[src/rtl/ccip_mem_read_engine.sv]
// CCI-P c0 host-memory read engine: streams tagged single-line reads and folds responses into a 64-bit XOR checksum.
// Optional response watchdog is enabled by defining MEM_READER_TIMEOUT_EN.

module ccip_mem_read_engine #(
    parameter int unsigned MAX_OUTSTANDING = 16,
    parameter int unsigned LEN_W           = 16,
    parameter int unsigned TIMEOUT_CYCLES  = 4096
) (
    input  logic             clk,
    input  logic             reset_n,
    input  logic             start,
    input  logic [41:0]      base_addr,
    input  logic [LEN_W-1:0] num_lines,
    input  logic             c0_tx_alm_full,
    output logic             c0_req_valid,
    output logic [41:0]      c0_req_addr,
    output logic [15:0]      c0_req_mdata,
    input  logic             c0_rsp_valid,
    input  logic [15:0]      c0_rsp_mdata,
    input  logic [511:0]     c0_rsp_data,
    output logic             busy,
    output logic             done,
    output logic             error,
    output logic [63:0]      checksum,
    output logic [LEN_W-1:0] lines_rcvd
);

    localparam int unsigned TAG_W   = $clog2(MAX_OUTSTANDING);
    localparam int unsigned ADDR_W  = 42;
    localparam int unsigned MDATA_W = 16;
    localparam int unsigned WORD_W  = 64;
    localparam int unsigned WORDS   = 512 / WORD_W;

    localparam logic [1:0] ST_IDLE  = 2'd0;
    localparam logic [1:0] ST_RUN   = 2'd1;
    localparam logic [1:0] ST_DRAIN = 2'd2;
    localparam logic [1:0] ST_DONE  = 2'd3;

    logic [1:0]                 state_q;
    logic [1:0]                 state_d;
    logic [ADDR_W-1:0]          base_q;
    logic [LEN_W-1:0]           len_q;
    logic [LEN_W-1:0]           issued_q;
    logic [MAX_OUTSTANDING-1:0] bitmap_q;
    logic [MAX_OUTSTANDING-1:0] bitmap_d;

    logic              start_c;
    logic              active_c;
    logic              issue_c;
    logic              accept_c;
    logic              stray_c;
    logic              timeout_c;
    logic              rsp_hi_zero_c;
    logic [TAG_W-1:0]  issue_tag_c;
    logic [TAG_W-1:0]  rsp_tag_c;
    logic [WORD_W-1:0] fold_c;

    assign issue_tag_c   = issued_q[TAG_W-1:0];
    assign rsp_tag_c     = c0_rsp_mdata[TAG_W-1:0];
    assign rsp_hi_zero_c = (c0_rsp_mdata[MDATA_W-1:TAG_W] == '0);
    assign active_c      = (state_q == ST_RUN) || (state_q == ST_DRAIN);
    assign start_c       = (state_q == ST_IDLE) && start;

    // Only a live tag of the current run is accepted; anything else is flagged.
    assign accept_c = c0_rsp_valid && active_c && rsp_hi_zero_c && bitmap_q[rsp_tag_c];
    assign stray_c  = c0_rsp_valid && !accept_c;

    always_comb begin
        fold_c = '0;
        for (int i = 0; i < int'(WORDS); i++) begin
            fold_c = fold_c ^ c0_rsp_data[i*WORD_W +: WORD_W];
        end
    end

`ifdef MEM_READER_TIMEOUT_EN
    localparam int unsigned TO_W = $clog2(TIMEOUT_CYCLES + 1);

    logic [TO_W-1:0] to_cnt_q;
    logic            to_run_c;

    // Watchdog counts while reads are outstanding and no response makes progress.
    assign to_run_c  = active_c && (bitmap_q != '0) && !accept_c;
    assign timeout_c = to_run_c && (to_cnt_q == TO_W'(TIMEOUT_CYCLES - 1));

    always_ff @(posedge clk or negedge reset_n) begin
        if (!reset_n) begin
            to_cnt_q <= '0;
        end else if (!active_c || accept_c || timeout_c) begin
            to_cnt_q <= '0;
        end else if (to_run_c) begin
            to_cnt_q <= to_cnt_q + TO_W'(1);
        end
    end
`else
    logic unused_timeout_cfg;
    assign unused_timeout_cfg = ^32'(TIMEOUT_CYCLES);
    assign timeout_c          = 1'b0;
`endif

    // Next state and issue decision; issue sees the bitmap before this cycle's clear.
    always_comb begin
        state_d = state_q;
        issue_c = 1'b0;
        case (state_q)
            ST_IDLE: begin
                if (start) begin
                    state_d = (num_lines == '0) ? ST_DONE : ST_RUN;
                end
            end
            ST_RUN: begin
                issue_c = !c0_tx_alm_full && (issued_q < len_q) &&
                          !bitmap_q[issue_tag_c] && !timeout_c;
                if (issued_q == len_q) begin
                    state_d = ST_DRAIN;
                end
            end
            ST_DRAIN: begin
                if (lines_rcvd == len_q) begin
                    state_d = ST_DONE;
                end
            end
            ST_DONE: begin
                state_d = ST_IDLE;
            end
            default: begin
                state_d = ST_IDLE;
            end
        endcase
        if (timeout_c) begin
            state_d = ST_DONE;
        end
    end

    always_comb begin
        bitmap_d = bitmap_q;
        if (accept_c) begin
            bitmap_d[rsp_tag_c] = 1'b0;
        end
        if (issue_c) begin
            bitmap_d[issue_tag_c] = 1'b1;
        end
        if (timeout_c) begin
            bitmap_d = '0;
        end
    end

    always_ff @(posedge clk or negedge reset_n) begin
        if (!reset_n) begin
            state_q <= ST_IDLE;
        end else begin
            state_q <= state_d;
        end
    end

    // Datapath, request port and status registers.
    always_ff @(posedge clk or negedge reset_n) begin
        if (!reset_n) begin
            base_q       <= '0;
            len_q        <= '0;
            issued_q     <= '0;
            bitmap_q     <= '0;
            c0_req_valid <= 1'b0;
            c0_req_addr  <= '0;
            c0_req_mdata <= '0;
            busy         <= 1'b0;
            done         <= 1'b0;
            error        <= 1'b0;
            checksum     <= '0;
            lines_rcvd   <= '0;
        end else begin
            bitmap_q     <= bitmap_d;
            c0_req_valid <= issue_c;
            busy         <= (state_d == ST_RUN) || (state_d == ST_DRAIN);
            done         <= (state_q == ST_DONE);

            if (start_c) begin
                base_q     <= base_addr;
                len_q      <= num_lines;
                issued_q   <= '0;
                lines_rcvd <= '0;
                checksum   <= '0;
                error      <= 1'b0;
            end

            if (issue_c) begin
                c0_req_addr  <= base_q + ADDR_W'(issued_q);
                c0_req_mdata <= MDATA_W'(issue_tag_c);
                issued_q     <= issued_q + LEN_W'(1);
            end

            if (accept_c) begin
                lines_rcvd <= lines_rcvd + LEN_W'(1);
                checksum   <= checksum ^ fold_c;
            end

            if (stray_c || timeout_c) begin
                error <= 1'b1;
            end
        end
    end

endmodule

[config.mk]
export PLATFORM = sky130hd
export DESIGN_NAME = ccip_mem_read_engine
export DESIGN_NICKNAME = d
export VERILOG_FILES = /design/src/rtl/ccip_mem_read_engine.sv
export SDC_FILE = /design/constraint.sdc
export NUM_CORES = 1
export LEC_CHECK = 0
export ABC_AREA = 1
export BUFFER_PORTS_ARGS = -buffer_cell sky130_fd_sc_hd__buf_2
export CELL_PAD_IN_SITES_DETAIL_PLACEMENT = 1
export CELL_PAD_IN_SITES_GLOBAL_PLACEMENT = 2
export CORE_MARGIN = 4
export CORE_UTILIZATION = 23
export CTS_CLUSTER_SIZE = 40
export DETAILED_ROUTE_END_ITERATION = 10
export PLACE_DENSITY_LB_ADDON = 0.05
export SLEW_MARGIN = 20
export SYNTH_ARGS = -nofsm -noshare
export SYNTH_HDL_FRONTEND = slang
export SYNTH_SLANG_ARGS = --single-unit
export TNS_END_PERCENT = 50
[constraint.sdc]
create_clock -name clk -period 2.45 [get_ports clk]
set_input_delay 0.3675 -clock clk [delete_from_list [all_inputs] [get_ports clk]]
set_output_delay 0.3675 -clock clk [all_outputs]
set_load 0.02 [all_outputs]
==> reports/metrics.yaml, run 1 <==
floorplanning:
  core_um2: 76300
  fp-row-count: 101
  start_util: 0.233
  fp.dieH_um: 286
  io_pins: 733
  die_area_um2: 81900
  dieWidth_um: 286
route:
  vias: 18900
  wl_mm: 81.3
  ant_nets: 0
  drc: 0
  drt_pass1_iterations: 5
  routedWlPerCell_um: 18.7
  viasPerCell: 4.34
  drt_iter0_markers: 657
timing:
  drv_slew: 0
  rsz0062_at_grt: "no"
  period_minus_slack_ns: 2.22
  setup-tns-final_ns: 0
  finalSetupViolCount: 0
  skew_ns: 0.0179
  worst_pin_slew_ns: 0.663
  period_share: 0.907
  fin_ws_ns: 0.229
  final_hold_viol_count: 0
  relSlewSlack: 0.558
  timing.fmax_ghz: 0.450
synthesis:
  synth.most_common_cell: "nand2_1"
  synthCells: 2529
  synthFlopType: "dfrtp_1"
  ys_warn_count: 0
  yosysTopAreaCell: "dfrtp_1"
  syn_area_per_cell_um2: 7.04
  ys_seq_area_frac: 0.312
  synth_top_area_share: 0.312
  ys_types: 39
  ys_top_cells_by_count: "nand2_1 (752), xnor2_1 (349), inv_1 (294)"
  syn_area_um2: 17800
  ys_async_sr_fraction: 1.00
  synth-edff-count: 0
  synth_area_leaders: "dfrtp_1 (31%), xnor2_1 (17%), nand2_1 (16%)"
  synth-seq-cells: 222
clock_network:
  cts_buffers: 34
  cts_tree: "built"
  postCtsSetupBuffers: 0
  root_buffer: "clkbuf_16"
  clk_latency_ns: 0.54
  clock_path_buffers: 3
  path_clk_slew_ns: 0.05
  clock_sinks: 222
  htreeDepth: 2
pwr:
  p_leak_uw: 0.0128
  pwr_density_cell_nw_per_um2: 692
  vdd_drop_max_mv: 0.315
setup_path:
  cp-end-kind: "register"
  worst-path-max-fanout: 89
  reg2reg_to: "checksum[63]"
  critPathArrivalTime_ns: 2.61
  path_cells: "inv_1 > ha_2 > inv_1 > nor4_2 > nand3_2 > a21oi_4 > nand2_4 > buf_12 > nand3_1 > o21ai_1"
  r2r_start: "state_q[0]"
  crit_path_start: "state_q[0]"
  path_class: "register to register"
  critical_path.most_common_cell: "inv_1"
  worstPathBufferInverterCount: 3
  cp-start-kind: "register"
  ff2ff_setup_slack_ns: 0.23
  r2r_cells: 10
  critPathSlowestCell: "dfrtp_1"
  crit_required_ns: 2.84
  critPathTopFamily: "simple AND/OR/NAND/NOR gates"
  slowest_delay_ns: 0.42
placement:
  io_buffers: 720
  hpwl_mm: 68.7
  gp_congestion: 0.850
  pre_cts_slack_ns: 0.119
global_routing:
  grt.total_usage: 0.195
  grt_pass1_vias: 20600
  grt.overflow.total: 0
  antenna_found_initial: 26
  grt_pass1_wl_mm: 123
  grt_max_degree: 90
cells_and_area:
  areaGrowthSynthToFinish_pct: 36.1
  fin_nets: 3923
  fillCellCount: 9690
  drive_gt1_frac: 0.278
status:
  status: "finished clean"
hold_path:
  holdCritPathClass: "input port to register"
  min_from: "base_addr[6]"
  worstHoldEndpoint: "base_q[6]"
  whs_path_depth: 3
flow_run:
  maxCapViolations: 0
layout make-up:
cell class,instances,area [um^2],share of cell area
diodes,10,25.0,0.00103
clock buffers,52,1030,0.0425
clock inverters,5,104,0.00429
inverters,298,1120,0.0462
multi-input cells,1943,10800,0.447
flip-flops and latches,222,5560,0.229
well taps,1030,1290,0.0532
repair buffers,790,4280,0.176
per-layer routing:
metal  GRT usage  wire, um  up-vias
li1            -         -     9409
met1       0.221     31800     8898
met2       0.369     43200      409
met3      0.0359      3750      124
met4      0.0575      2520       18
met5           0       102        -
state kept, by name (all words and copies together), names as in the netlist, 2 cells and up:
name	count
checksum	64
base_q	42
c0_req_addr	42
bitmap_q	16
issued_q	16
len_q	16
lines_rcvd	16
c0_req_mdata	4
state_q	2
worst reg2reg max path: stages, from the launching register on:
cell     delay (ns)
dfrtp_1        0.42
inv_1          0.12
ha_2           0.38
inv_1          0.06
nor4_2         0.18
nand3_2        0.17
a21oi_4        0.18
nand2_4        0.09
buf_12         0.21
nand3_1        0.20
o21ai_1        0.09
cells in the final DEF, fill, tap and decap left out, types with 2 or more instances in the layout:
| cell | n |
|---|---|
| o21ai_0 | 99 |
| o22ai_1 | 2 |
| a31o_2 | 2 |
| xor2_1 | 88 |
| clkbuf_1 | 8 |
| o21ai_1 | 68 |
| nand4_1 | 24 |
| clkbuf_16 | 35 |
| nand2_4 | 2 |
| inv_2 | 4 |
| nor2_1 | 105 |
| inv_1 | 294 |
| ha_1 | 41 |
| dlygate4sd3_1 | 5 |
| nor3_1 | 15 |
| buf_4 | 55 |
| o21bai_1 | 2 |
| clkbuf_8 | 9 |
| buf_12 | 10 |
| nand2_2 | 4 |
| nand3_1 | 265 |
| or2_2 | 66 |
| nor4_1 | 8 |
| conb_1 | 12 |
| buf_2 | 719 |
| nand2_1 | 750 |
| bufinv_16 | 3 |
| xnor2_1 | 349 |
| dfrtp_1 | 222 |
| diode_2 | 10 |
| o211ai_1 | 4 |
| a21oi_1 | 23 |
worst max-delay path by stage:
stage | to | slack [ns] | cells past startpoint
6_report | checksum[63] | 0.23 | 10
5_1_grt | checksum[63] | 0.002 | 10
4_1_cts | checksum[63] | 0.10 | 10
3_5_place_dp | checksum[63] | 0.12 | 10
3_3_place_gp | checksum[22] | 0.13 | 10
2_1_floorplan | c0_req_addr[30] | 0.12 | 14
timing repair:
item / in CTS / in global routing
hold endpoints to repair: 53 / 0
gates resized for setup: 0 / 5
setup endpoints to repair: 0 / 100
hold buffers: 5 / 0
cell families after synthesis:
kind of cell / Yosys count / share of synthesized area
AND/OR/NAND/NOR: 1245 / 0.298
XOR/XNOR: 437 / 0.215
buffers and inverters: 375 / 0.0837
flip-flops: 222 / 0.312
AO/OA/AOI/OAI: 206 / 0.0607
adder cells (fa/ha/maj): 43 / 0.0306
other: 1 / 0.000211
report_power, final:
group	internal [uW]	switching (uW)	total (uW)
Clock	3190	1920	5110
Combinational	2430	3970	6390
Sequential	4520	752	5270
per-stage QoR:
stage	hold WS, ns	util	std cells	instance area [um^2]	power [uW]
after CTS	0.0000950	0.317	4340	24200	17200
after detailed placement	0.351	0.301	4278	23000	11900
final	0.0351	0.318	4350	24200	16800
after floorplan	0.0719	-	2540	17800	9100
after global placement	0.345	0.301	4278	23000	11700
after global routing	0.0151	0.317	4345	24200	18100
Note: power is estimated with default switching activity, not from simulation.
==> run 2, diff against run 1 <==
--- a/config.mk
+++ b/config.mk
@@ -5,14 +5,14 @@
 export SDC_FILE = /design/constraint.sdc
 export NUM_CORES = 1
 export LEC_CHECK = 0
-export ABC_AREA = 1
+export ABC_AREA = 0
 export BUFFER_PORTS_ARGS = -buffer_cell sky130_fd_sc_hd__buf_2
 export CELL_PAD_IN_SITES_DETAIL_PLACEMENT = 1
 export CELL_PAD_IN_SITES_GLOBAL_PLACEMENT = 2
-export CORE_MARGIN = 4
-export CORE_UTILIZATION = 23
+export CORE_AREA = 4 4 283 285
 export CTS_CLUSTER_SIZE = 40
 export DETAILED_ROUTE_END_ITERATION = 10
+export DIE_AREA = 0 0 287 289
 export PLACE_DENSITY_LB_ADDON = 0.05
 export SLEW_MARGIN = 20
 export SYNTH_ARGS = -nofsm -noshare
==> reports/metrics.yaml, run 2 <==
status:
  status: "finished with violations"
  failed_checks: "setup timing"
setup_path:
  critPathArrivalTime_ns: 3.03
  r2r_cells: 10
  reg2reg_to: "checksum[57]"
  crit_required_ns: 2.92
  r2r_start: "state_q[1]"
  cp-end-kind: "register"
  cp-start-kind: "register"
  ff2ff_setup_slack_ns: -0.11
  path_class: "register to register"
  worst-path-max-fanout: 6
global_routing:
  grt_max_degree: 56
  grt_pass1_wl_mm: 116
  antenna_found_initial: 18
  grt_pass1_vias: 17800
  grt.overflow.total: 0
  grt.total_usage: 0.186
hold_path:
  whs_path_depth: 2
  worstHoldEndpoint: "base_q[26]"
  min_from: "base_addr[26]"
  holdCritPathClass: "input port to register"
cells_and_area:
  layout_commonest_cell: "buf_2"
  drive_gt1_frac: 0.417
  fillCellCount: 9243
  utilization: 0.314
  largest_register: "checksum"
  layout_common_cells: "buf_2 (719), xnor2_1 (462), dfrtp_1 (220)"
  fin_cells: 3710
  top_regs: "checksum: 64 flops, base_q: 42 flops, c0_req_addr: 42 flops"
  largest_reg_flops: 64
  fin_nets: 3277
  areaGrowthSynthToFinish_pct: 50.7
synthesis:
  synth-edff-count: 0
  ys_top_cells_by_count: "xnor2_1 (463), dfrtp_1 (222), nand2_1 (176)"
  syn_area_per_cell_um2: 9.20
  synth-seq-cells: 222
  ys_async_sr_fraction: 1.00
  synth_top_area_share: 0.344
  synthCells: 1754
  synth.most_common_cell: "xnor2_1"
  ys_warn_count: 0
  synthFlopType: "dfrtp_1"
  yosysTopAreaCell: "dfrtp_1"
  synth.mux.area_fraction: 0.0426
  synth_compound_area_frac: 0.0917
  ys_seq_area_frac: 0.344
  ys_types: 69
  synth-simple-area-share: 0.189
  synth-xor-area-share: 0.261
  synth_top_family_by_area: "XOR/XNOR gates"
  synth_fa_ha_area_frac: 0.0338
  syn_area_um2: 16100
  synth_area_leaders: "dfrtp_1 (34%), xnor2_1 (25%), nand3_1 (5.4%)"
timing:
  timing.fmax_ghz: 0.390
  period_minus_slack_ns: 2.56
  fin_ws_ns: -0.111
  worst_pin_slew_ns: 0.510
  period_share: 1.05
  holdWs_ns: 0.0658
  setup-tns-final_ns: -5.16
  skew_ns: 0.0113
  drv_slew: 0
  rsz0062_at_grt: "yes"
  final_hold_viol_count: 0
  relSlewSlack: 0.658
  finalSetupViolCount: 85
route:
  ant_nets: 0
  routedWlPerCell_um: 21.9
  vias: 16300
  drc: 0
  viasPerCell: 4.39
  drt_pass1_iterations: 4
  wl_mm: 81.4
  drt_iter0_markers: 682
clock_network:
  clock_sinks: 222
  cts_tree: "built"
  path_clk_slew_ns: 0.06
  clk_latency_ns: 0.54
  root_buffer: "clkbuf_16"
  htreeDepth: 2
  cts_buffers: 35
  clock_path_buffers: 3
floorplanning:
  fp.dieH_um: 289
  die_area_um2: 82900
  core_um2: 77300
  dieWidth_um: 287
  start_util: 0.209
  io_pins: 733
  fp-row-count: 102
placement:
  dp.cells: 3603
  io_buffers: 720
  gp_congestion: 0.784
  hpwl_mm: 66.1
  pre_cts_slack_ns: -0.317
pwr:
  p_leak_uw: 0.0111
  vdd_drop_max_mv: 0.317
  pwr_density_cell_nw_per_um2: 774
flow_run:
  maxCapViolations: 0
## run 2: worst max-delay path by stage
stage | startpoint | endpoint | slack [ns] | depth (start not counted)
global route | issued_q[0] | c0_req_addr[40] | -0.24 | 9
floorplan | issued_q[0] | c0_req_addr[26] | 0.0006 | 10
CTS | issued_q[0] | c0_req_addr[30] | -0.13 | 9
finish | state_q[1] | checksum[57] | -0.11 | 10
global placement | issued_q[7] | issued_q[12] | -0.25 | 10
detailed placement | issued_q[0] | c0_req_addr[30] | -0.32 | 10
## run 2: kinds of logic (layout without fill, tap and decap cells)
kind of cell	Yosys count	after routing
AND/OR/NAND/NOR	606	609
AO/OA/AOI/OAI	237	237
buffers and inverters	111	1011
flip-flops	222	222
XOR/XNOR	481	481
other	1	14
adder cells (fa/ha/maj)	43	43
multiplexers	53	53
## run 2: layout make-up
class	count	area, um^2	area share
Antenna cell	2	5.00	0.000206
Clock buffer	53	1100	0.0451
Clock inverter	9	104	0.00427
Inverter	38	150	0.00618
Multi-Input combinational cell	1435	10500	0.434
Sequential cell	222	5560	0.229
Tap cell	1040	1300	0.0535
Timing Repair Buffer	911	5550	0.228
## run 2: metal layers
layer	track usage	part of all wire	vias to the layer above
met2	0.337	0.51	422
met5	0	0.00050	-
li1	-	-	7853
met4	0.0510	0.026	6
met3	0.0386	0.051	110
met1	0.223	0.41	7888
## run 2: repair_timing
action	CTS	global route
endpoints found under the setup margin	137	143
endpoints found under the hold margin	26	0
cloned	8	7
setup buffers	15	16
hold buffers	1	0
gates resized for setup	41	87
pin swaps	29	37
## run 2: report_power, final
| part | total [uW] | internal, uW | switching, uW |
|---|---|---|---|
| clock network | 5230 | 3290 | 1940 |
| registers | 5510 | 4630 | 881 |
| logic | 8090 | 3810 | 4280 |
| total | 18800 | 11700 | 7100 |
## run 2: critical path, stage by stage, from the launching register on
cell and delay (ns):
dfrtp_1 0.37, inv_2 0.06, ha_4 0.27, nor4b_4 0.17
nand4_1 0.23, or2_1 0.31, a211o_4 0.30, buf_12 0.17
clkbuf_16 0.17, or3_4 0.36, nand3_2 0.06
## run 2: through the flow
step | cell area (um^2) | total power (uW)
after global routing | 24300 | 20200
after floorplan | 16200 | 9680
final | 24300 | 18800
after CTS | 23600 | 19000
after global placement | 22000 | 13200
after detailed placement | 22000 | 13300
